`config.mk`:
```
export PLATFORM = sky130hd
export DESIGN_NAME = fetch_pc_gen_flat
export DESIGN_NICKNAME = d
export VERILOG_FILES = /design/src/rtl/fetch_pc_gen_if.sv /design/src/rtl/fetch_pc_gen.sv /design/src/flat_wrapper.sv
export SDC_FILE = /design/constraint.sdc
export NUM_CORES = 1
export LEC_CHECK = 0
export CAP_MARGIN = 20
export CORE_MARGIN = 2
export CORE_UTILIZATION = 42
export DETAILED_ROUTE_END_ITERATION = 16
export HOLD_SLACK_MARGIN = 0.02
export PLACE_DENSITY = 0.8
export RECOVER_POWER = 100
export SYNTH_ARGS = -nofsm -noshare
export SYNTH_HDL_FRONTEND = slang
export SYNTH_SLANG_ARGS = --single-unit
export TNS_END_PERCENT = 5
```
`constraint.sdc`:
```
create_clock -name clk -period 2.7 [get_ports clk]
set_clock_uncertainty 0.05 [all_clocks]
set_input_delay 0.675 -clock clk [delete_from_list [all_inputs] [get_ports clk]]
set_output_delay 0.675 -clock clk [all_outputs]
set_load 0.02 [all_outputs]
```
`src/rtl/fetch_pc_gen_if.sv`:
```
// Fetch request bus between the PC generator and the instruction-fetch stage.
// Latency: n/a (wires only).
// Backpressure: req_ready from the fetch stage stalls the request held on req_pc/req_slot_mask/req_epoch.
//
// Signals:
//   req_valid      fetch request valid (generator -> fetch)
//   req_ready      fetch stage accepts the request (fetch -> generator)
//   req_pc         exact fetch PC of the group
//   req_slot_mask  valid instruction slots within the aligned group
//   req_epoch      redirect epoch tag used to squash stale responses
interface fetch_pc_gen_if #(
  parameter int XLEN        = 32,
  parameter int FETCH_WIDTH = 1,
  parameter int EPOCH_BITS  = 2
);
  logic                   req_valid;
  logic                   req_ready;
  logic [XLEN-1:0]        req_pc;
  logic [FETCH_WIDTH-1:0] req_slot_mask;
  logic [EPOCH_BITS-1:0]  req_epoch;

  // Generator side.
  modport master (
    output req_valid,
    input  req_ready,
    output req_pc,
    output req_slot_mask,
    output req_epoch
  );

  // Fetch-stage side.
  modport slave (
    input  req_valid,
    output req_ready,
    input  req_pc,
    input  req_slot_mask,
    input  req_epoch
  );
endinterface

```
`src/rtl/fetch_pc_gen.sv`:
```
// Fetch-PC generator: presents aligned fetch groups, follows predictor targets, applies prioritised redirects.
// Latency: one cycle from redirect/predict/accept to the new req_pc; all request outputs come straight from registers.
// Backpressure: request held stable while req_ready is low; redirects still take effect during a stall.
//
// Ports:
//   clk, rst        clock; synchronous active-high reset
//   redirect_valid  per-port backend redirect request, index 0 highest priority
//   redirect_pc     per-port redirect target, port i at [i*XLEN +: XLEN]
//   pred_valid      predictor says the current group is taken
//   pred_pc         predictor target
//   halt            stop fetching after the current cycle (only a redirect resumes)
//   fetch           request bus to the fetch stage (master side)
//   pc_prev         PC of the most recently accepted request
module fetch_pc_gen #(
  parameter int              XLEN         = 32,
  parameter logic [XLEN-1:0] RESET_PC     = 32'h6000_0000,
  parameter int              FETCH_WIDTH  = 1,
  parameter int              NUM_REDIRECT = 2,
  parameter int              EPOCH_BITS   = 2
) (
  input  logic                         clk,
  input  logic                         rst,
  input  logic [NUM_REDIRECT-1:0]      redirect_valid,
  input  logic [NUM_REDIRECT*XLEN-1:0] redirect_pc,
  input  logic                         pred_valid,
  input  logic [XLEN-1:0]              pred_pc,
  input  logic                         halt,
  fetch_pc_gen_if.master               fetch,
  output logic [XLEN-1:0]              pc_prev
);

  // Byte offset bits covered by one fetch group, and the slot-index width within it.
  localparam int OFF   = $clog2(FETCH_WIDTH) + 2;
  localparam int IDX_W = OFF - 2;

  // Instruction addresses are always word aligned.
  localparam logic [XLEN-1:0] WORD_MASK  = ~XLEN'(3);
  localparam logic [XLEN-1:0] GROUP_MASK = ~XLEN'((1 << OFF) - 1);
  localparam logic [XLEN-1:0] GROUP_STEP = XLEN'(FETCH_WIDTH * 4);
  localparam logic [XLEN-1:0] RESET_PC_W = RESET_PC & WORD_MASK;

  typedef enum logic [1:0] {
    ST_BOOT   = 2'd0,
    ST_RUN    = 2'd1,
    ST_HALTED = 2'd2
  } state_t;

  state_t                state_q, state_d;
  logic [XLEN-1:0]       pc_q, pc_d;
  logic [XLEN-1:0]       pc_prev_q, pc_prev_d;
  logic [EPOCH_BITS-1:0] epoch_q, epoch_d;

  logic                  req_valid;
  logic                  fire;
  logic                  redir;
  logic [XLEN-1:0]       redir_tgt;
  logic [XLEN-1:0]       pred_tgt;
  logic [XLEN-1:0]       seq_pc;
  logic [FETCH_WIDTH-1:0] slot_mask;

  assign req_valid = (state_q == ST_RUN);
  assign fire      = req_valid & fetch.req_ready;
  assign redir     = |redirect_valid;

  // Walk from the highest index down so the lowest active port is the last
  // assignment and therefore wins.
  always_comb begin
    redir_tgt = '0;
    for (int i = NUM_REDIRECT - 1; i >= 0; i--) begin
      if (redirect_valid[i]) begin
        redir_tgt = redirect_pc[i*XLEN +: XLEN];
      end
    end
    redir_tgt = redir_tgt & WORD_MASK;
  end

  assign pred_tgt = pred_pc & WORD_MASK;

  // The sequential path restarts at the next aligned group even when the
  // current PC entered mid-group (after a redirect or a taken prediction).
  // Wraps silently at the top of the address space.
  assign seq_pc = (pc_q & GROUP_MASK) + GROUP_STEP;

  // Slots below the entry offset belong to instructions before the target.
  if (FETCH_WIDTH == 1) begin : g_mask_single
    assign slot_mask = 1'b1;
  end else begin : g_mask_multi
    logic [IDX_W-1:0] slot_idx;
    assign slot_idx = pc_q[OFF-1:2];
    always_comb begin
      slot_mask = '0;
      for (int i = 0; i < FETCH_WIDTH; i++) begin
        slot_mask[i] = (IDX_W'(i) >= slot_idx);
      end
    end
  end

  // Next-state / next-PC selection.
  always_comb begin
    state_d   = state_q;
    pc_d      = pc_q;
    epoch_d   = epoch_q;
    pc_prev_d = pc_prev_q;

    // Acceptance records the group even when a redirect replaces the next PC.
    if (fire) begin
      pc_prev_d = pc_q;
    end

    unique case (state_q)
      ST_BOOT: begin
        state_d = ST_RUN;
      end

      ST_RUN: begin
        if (redir) begin
          // Redirect overrides prediction, acceptance and halt.
          pc_d    = redir_tgt;
          epoch_d = epoch_q + EPOCH_BITS'(1);
        end else begin
          if (fire) begin
            pc_d = pred_valid ? pred_tgt : seq_pc;
          end
          if (halt) begin
            state_d = ST_HALTED;
          end
        end
      end

      ST_HALTED: begin
        // Prediction and halt are meaningless here; only a redirect resumes.
        if (redir) begin
          pc_d    = redir_tgt;
          epoch_d = epoch_q + EPOCH_BITS'(1);
          state_d = ST_RUN;
        end
      end

      default: begin
        state_d = ST_BOOT;
      end
    endcase
  end

  always_ff @(posedge clk) begin
    if (rst) begin
      state_q   <= ST_BOOT;
      pc_q      <= RESET_PC_W;
      pc_prev_q <= RESET_PC_W;
      epoch_q   <= '0;
    end else begin
      state_q   <= state_d;
      pc_q      <= pc_d;
      pc_prev_q <= pc_prev_d;
      epoch_q   <= epoch_d;
    end
  end

  assign fetch.req_valid     = req_valid;
  assign fetch.req_pc        = pc_q;
  assign fetch.req_slot_mask = slot_mask;
  assign fetch.req_epoch     = epoch_q;
  assign pc_prev             = pc_prev_q;

endmodule

```
`src/flat_wrapper.sv`:
```
// flat-port wrapper written by rule: the top's interface ports become plain ports
module fetch_pc_gen_flat 
#(
  parameter int              XLEN         = 32,
  parameter logic [XLEN-1:0] RESET_PC     = 32'h6000_0000,
  parameter int              FETCH_WIDTH  = 1,
  parameter int              NUM_REDIRECT = 2,
  parameter int              EPOCH_BITS   = 2
)
  (clk, rst, redirect_valid, redirect_pc, pred_valid, pred_pc, halt, pc_prev, fetch_req_valid, fetch_req_ready, fetch_req_pc, fetch_req_slot_mask, fetch_req_epoch);
  fetch_pc_gen_if #(.XLEN(XLEN), .FETCH_WIDTH(FETCH_WIDTH), .EPOCH_BITS(EPOCH_BITS)) fetch_i ();
  input  logic clk;
  input  logic rst;
  input  logic [NUM_REDIRECT-1:0] redirect_valid;
  input  logic [NUM_REDIRECT*XLEN-1:0] redirect_pc;
  input  logic pred_valid;
  input  logic [XLEN-1:0] pred_pc;
  input  logic halt;
  output logic [XLEN-1:0] pc_prev;
  output wire logic [$bits(fetch_i.req_valid)-1:0] fetch_req_valid;
  input wire logic [$bits(fetch_i.req_ready)-1:0] fetch_req_ready;
  output wire logic [$bits(fetch_i.req_pc)-1:0] fetch_req_pc;
  output wire logic [$bits(fetch_i.req_slot_mask)-1:0] fetch_req_slot_mask;
  output wire logic [$bits(fetch_i.req_epoch)-1:0] fetch_req_epoch;
  assign fetch_req_valid = fetch_i.req_valid;
  assign fetch_i.req_ready = fetch_req_ready;
  assign fetch_req_pc = fetch_i.req_pc;
  assign fetch_req_slot_mask = fetch_i.req_slot_mask;
  assign fetch_req_epoch = fetch_i.req_epoch;
  fetch_pc_gen #(.XLEN(XLEN), .RESET_PC(RESET_PC), .FETCH_WIDTH(FETCH_WIDTH), .NUM_REDIRECT(NUM_REDIRECT), .EPOCH_BITS(EPOCH_BITS)) u_core (.clk(clk), .rst(rst), .redirect_valid(redirect_valid), .redirect_pc(redirect_pc), .pred_valid(pred_valid), .pred_pc(pred_pc), .halt(halt), .fetch(fetch_i), .pc_prev(pc_prev));
endmodule
```
; Word-level counts from Yosys, hierarchy flattened
; Index checks and enable logic that the tools add are counted.
[classes]
n_bitwise = 1
mul = 0
addsub = 2
magnitude_cmp = 0
shifts = 0
n_div = 0
muxes = 11
reduce_logical = 7
eq_ne = 6
[ops]
columns = cell, n
row1 = 32-bit 2-to-1 mux, 6
row2 = 32-bit one-hot mux with 2 select lines, 1
row3 = "32-bit by 3-bit adder with 32-bit output, second input constant", 1
row4 = 2-bit 2-to-1 mux, 3
row5 = 2-bit one-hot mux with 3 select lines, 1
row6 = 3-bit AND reduction, 2
row7 = "2-bit != test, second input constant", 2
row8 = 2-bit OR reduction, 2
row9 = "3-bit != test, second input constant", 1
row10 = "2-bit by 1-bit adder with 2-bit output, second input constant", 1
row11 = "2-bit by 1-bit == test with 1-bit output, second input constant", 1
row12 = "2-bit == test, second input constant", 1
row13 = 2-bit logical NOT, 1
row14 = "2-bit by 1-bit != test with 1-bit output, second input constant", 1
row15 = 2-bit AND reduction, 1
row16 = 2-bit nonzero test, 1
row17 = 1-bit bitwise AND, 1
[totals]
n_memories = 0
word_cells = 31
latch_bits = 0
reg_bits = 68
ramBits = 0
output_inout_bits = 68
romBits = 0
input_bits = 103

; Depth between registers and ports, before layout
[logic_depth]
depth_word = 5
mapped_depth = 9
ltp_nobuf = 7

; Least setup slack after synthesis
; No wires, ideal clock.
[synth_timing]
kind = input to register
from = input port redirect_valid[0]
to = register u_core.pc_q[15], in the netlist u_core.fetch.req_pc[15]
path_slack_ns = 0.686
cell_stages = 6
setup_ns = 0.117
t_required_ns = 2.533
n_path_buf = 3
arrival_ns = 1.846
path_cell_list = buf_2 -> clkbuf_1 -> clkbuf_1 -> a222oi_1 -> o41ai_1 -> a32o_1
[synth_via]
elab_chain_cells = 3
word_cells_on_any_way = 8
cone_classes = eq/ne: 2 / mux: 4 / reduce/logical: 2
[synth_rtl]
columns = item, line_no
row1 = from (decl), flat_wrapper.sv:14  ; input logic [NUM_REDIRECT-1:0] redirect_valid;
row2 = 2-bit OR reduction / 32-bit 2-to-1 mux (equally long branches), "fetch_pc_gen.sv:63, fetch_pc_gen.sv:70"
row3 = 3-bit != test (no source line) (tied with other cells), --
row4 = 3-bit AND reduction (no source line) / 32-bit one-hot mux with 2 select lines (equally long branches), --
row5 = to (signal assigned), fetch_pc_gen.sv:153  ; pc_q <= pc_d;
row6 = to (decl), fetch_pc_gen.sv:49  ; logic [XLEN-1:0] pc_q, pc_d;
; Parallel ways exist; a longest one is shown, timed or not. The select of a mux whose other input is x is not followed.
; A chain may end at the register's enable or synchronous reset.

; Final worst setup path
[layout_timing]
from = input port redirect_valid[1]
to = register u_core.pc_q[29], in the netlist u_core.fetch.req_pc[29]
[layout_via]
elab_chain_cells = 4
word_cells_on_any_way = 9
cone_classes = eq/ne: 2 / mux: 5 / reduce/logical: 2
[layout_rtl]
columns = item, line_no
row1 = 32-bit 2-to-1 mux (2 in a row), fetch_pc_gen.sv:70  ; if (redirect_valid[i]) begin
row2 = 32-bit 2-to-1 mux (on tied branches), "fetch_pc_gen.sv:132, fetch_pc_gen.sv:116"
row3 = 32-bit one-hot mux with 2 select lines, fetch_pc_gen.sv:110  ; unique case (state_q)
; Parallel ways exist; a longest one is shown, timed or not. The select of a mux whose other input is x is not followed.

==> impl_summary.txt <==
----------------------------------------------------
[Power]
  Power share of the sequential group ... 31.2%
  Internal power component ... a little under 3 mW
  Proportion of power drawn by combinational gates ... 49.3%
  Clock network fraction of design power ... about a fifth
  Max rail drop VDD ... between 0.6 and 0.7 mV
  Switching component of the power ... about 2.2 mW
  Switching part of the total ... a little over two fifths
  Power per cell area ... about 890 nW/um2
  Static leakage ... 2.18 nW

[Job]
  Max-cap check violation count ... 0

[Finish]
  Number of antenna diodes ... 0
  Area delta synth->final ... 52.0%
  Leading cell types in the layout, fill and taps excluded ... 92 x sky130_fd_sc_hd__clkdlybuf4s50_1, 82 x sky130_fd_sc_hd__nand2_1, 66 x sky130_fd_sc_hd__dlygate4sd3_1
  Footprint of the flip-flops and latches ... ~1300 um2
  Total non-filler cell area in the finished layout ... 5720 um2
  Fraction of final layout cells with drive strength greater than 1 ... between 9 and 10%
  Commonest non-fill, non-tap cell in the layout ... sky130_fd_sc_hd__clkdlybuf4s50_1
  Filler cells ... between 700 and 800
  Multi-input combinational cell area ... about 2200 um2
  Number of nets in the final layout ... between 700 and 800

[STA]
  Slew Limit Headroom ... about half
  Number of setup violations in the final report ... 0
  Final Worst Setup Slack ... 0.216 ns
  Final Slew Violations ... 0
  Transition time at the pin with the least slew margin ... just over 0.7 ns
  Maximum achievable frequency ... slightly above 400 MHz
  Final number of hold-violating endpoints ... 0
  Setup repair after global routing missed its margin ... false
  Final worst path period need ... 2.48 ns
  Period utilization ... approximately 92%
  Setup total negative slack ... 0 ns

[Worst hold path]
  Worst Hold Class ... flip-flop to flip-flop

[CTS]
  Postcts setup bufs ... 0
  # resized after CTS ... 0
  Clock transition time at the flip-flop clock pins of the worst setup and hold paths ... 0.08 ns
  Clock Path Buffers ... 2
  Clock Sink Count ... 64
  TritonCTS clock tree ... yes
  Total clock buffers created by CTS ... 9
  Buffer type at the clock tree root ... sky130_fd_sc_hd__clkbuf_8
  Insertion delay to the later sink of the worst-skew pair ... around 0.35 ns
  Count of hold-fix buffers inserted at cts ... 0
  H-tree lvl count ... 3

[Synthesis]
  Simple-gate share of the synthesized area ... about a quarter
  Post-synthesis instance total ... between 400 and 500
  Compound-cell area share of the yosys netlist ... a little over a quarter
  Sequential share of the synthesized area ... between 30 and 40%
  Number of warning messages in the yosys log ... 0
  Seq cells post-synth ... 64
  Post-synth design cell area ... roughly 3800 um2
  Most used flip-flop cell after synthesis ... sky130_fd_sc_hd__dfxtp_1
  Fraction of synthesized cell area in xor and xnor cells ... under 10%
  Number of synthesized flops with an enable pin ... 0
  Synth top area cells ... sky130_fd_sc_hd__dfxtp_1 34%, sky130_fd_sc_hd__nand2_1 8.2%, sky130_fd_sc_hd__a21oi_1 5.6%
  Adder-Cell Fraction of Synth Area ... ~1.7%
  Portion of synthesized cell area occupied by the leading cell type ... approximately a third
  Post-synthesis mux area share ... 1.10%
  Fraction of synthesis flops using an asynchronous set or reset pin ... 0%
  Number of different library cells in the post-synthesis netlist ... 65
  Post-synthesis cell type with the largest combined area ... sky130_fd_sc_hd__dfxtp_1
  Average instance area after synthesis ... between 7 and 8 um2
  Largest family of logic cells by synthesized area ... compound AO/OA/AOI/OAI gates

[Die]
  IO Count ... ~170
  Placeable core area ... about 8700 um2
  Core Rows ... 34
  Effective utilization at floorplan ... 43.1%
  Die ar. ... about 10000 um2
  Vertical die dimension ... slightly below 100 um
  Die span in x ... 98.6 um

[Route]
  Aggregate routed wire length ... about 13000 um
  Residual DRC ... 0
  Number of vias per cell after detailed routing ... ~5.9
  Routed WL per cell ... ~17 um
  Via Count ... approximately 4400
  First-pass detailed-route iteration total ... 7
  Number of DRC violations after detailed-routing iteration 0 ... roughly 340
  Number of nets with antenna violations after detailed routing ... 0

[Placement]
  Worst slack after detailed placement ... -0.0121 ns
  Number of port buffers ... around 160
  Detailed placer's ending HPWL ... about 10000 um
  Final RePlAce weighted congestion ... about 0.92
  Post-placement cell area ... between 5000 and 6000 um2

[Setup path]
  Element type at the critical path end ... flip-flop
  Critical path start-end classification ... input pin to flip-flop
  Kind of start point of the critical path ... input pin
  CP Max Fanout ... 8
  Data arrival time at the worst-slack endpoint ... ~2.7 ns
  CP Data Required Time ... between 2 and 3 ns

[Global route]
  Number of antenna violations at the first check in global routing ... 0
  Global-route wire length before repair ... roughly 21000 um
  All-Layer GR Usage ... a little over a quarter
  Total global routing overflow ... 0
  Number of global-route vias before repair ... 4302
  Largest net degree at the start of global routing ... 40

[Status]
  Outcome ... finished clean

----------------------------------------------------
critical path: stages:
cell,delay [ns]
sky130_fd_sc_hd__dlygate4sd3_1,0.75
sky130_fd_sc_hd__o21a_1,0.26
sky130_fd_sc_hd__a21oi_2,0.11
sky130_fd_sc_hd__nor2_1,0.16
sky130_fd_sc_hd__clkbuf_1,0.37
sky130_fd_sc_hd__nand3_1,0.13
sky130_fd_sc_hd__a31o_1,0.23
kinds of logic (layout without fill, tap and decap cells):
logic type / Yosys count / in the layout
mux: 4 / 4
compound gates: 149 / 149
flops: 64 / 64
xor+xnor: 14 / 14
buf+inv: 52 / 207
simple gates: 191 / 191
fa+ha+maj: 5 / 5
other cells: 2 / 5
Yosys cell counts (6+ instances only):
cell type and instances:
sky130_fd_sc_hd__a21oi_1 42, sky130_fd_sc_hd__a221oi_1 6, sky130_fd_sc_hd__buf_2 10, sky130_fd_sc_hd__a31oi_1 7, sky130_fd_sc_hd__xnor2_1 8, sky130_fd_sc_hd__buf_4 9, sky130_fd_sc_hd__a222oi_1 10, sky130_fd_sc_hd__a311oi_1 6
sky130_fd_sc_hd__dfxtp_1 64, sky130_fd_sc_hd__nand4_1 11, sky130_fd_sc_hd__nor2_1 25, sky130_fd_sc_hd__inv_1 6, sky130_fd_sc_hd__a211oi_1 8, sky130_fd_sc_hd__nand3_1 18, sky130_fd_sc_hd__a22oi_1 9, sky130_fd_sc_hd__xor2_1 6
sky130_fd_sc_hd__o21ai_0 28, sky130_fd_sc_hd__nor3_1 11, sky130_fd_sc_hd__nand2_1 82, sky130_fd_sc_hd__clkbuf_1 24
area by class of cell:
type                            count  area share [%]
Timing Repair Buffer              185            31.4
Inverter                            6           0.394
Tap cell                          108            2.36
Clock buffer                       11            2.65
Clock inverter                      5            1.51
Sequential cell                    64            22.4
Multi-Input combinational cell    368            39.3
layer usage:
layer,global-route usage (%),vias to the layer above,part of all wire [%]
met5,0,-,0
met4,8.11,0,2.3
met3,6.10,24,8.5
met2,45.8,225,50
met1,32.9,2065,39
li1,-,2074,-
final timing paths:
| path | depth (start not counted) | slack [ns] | from | end |
|---|---|---|---|---|
| min | 2 | 0.40 | u_core.pc_prev[23]$_SDFFE_PP0P_ | u_core.pc_prev[23]$_SDFFE_PP0P_ |
| min reg2reg | 2 | 0.40 | u_core.pc_prev[23]$_SDFFE_PP0P_ | u_core.pc_prev[23]$_SDFFE_PP0P_ |
| max | 7 | 0.22 | redirect_valid[1] | u_core.fetch.req_pc[29]$_SDFFE_PP1P_ |
| max reg2reg | 8 | 0.51 | u_core.state_q[1]$_SDFFE_PP0P_ | u_core.fetch.req_pc[29]$_SDFFE_PP1P_ |
registers in the layout, indices dropped and copies added, names as in the netlist:
name / count
u_core.fetch.req_pc: 30
u_core.fetch.req_epoch: 2
u_core.state_q: 2
u_core.pc_prev: 30
power by group through the flow:
| stage | combinational (mW) | sequential (mW) | clock, mW |
|---|---|---|---|
| floorplan | 1.31 | 1.72 | 0 |
| global placement | 2.49 | 1.59 | 0 |
| detailed placement | 2.58 | 1.60 | 0 |
| CTS | 2.59 | 1.59 | 1.01 |
| global route | 2.70 | 1.63 | 1.04 |
| finish | 2.50 | 1.58 | 0.991 |
per-stage QoR:
step	utilization (%)	total power, mW	cells	hold slack (ns)
detailed placement	63.0	4.18	731	0.397
finish	65.6	5.08	747	0.402
global route	65.6	5.38	747	0.428
floorplan	-	3.03	484	0.437
CTS	65.8	5.18	747	0.407
global placement	63.0	4.08	731	0.393
(Power assumes the default switching activity.)
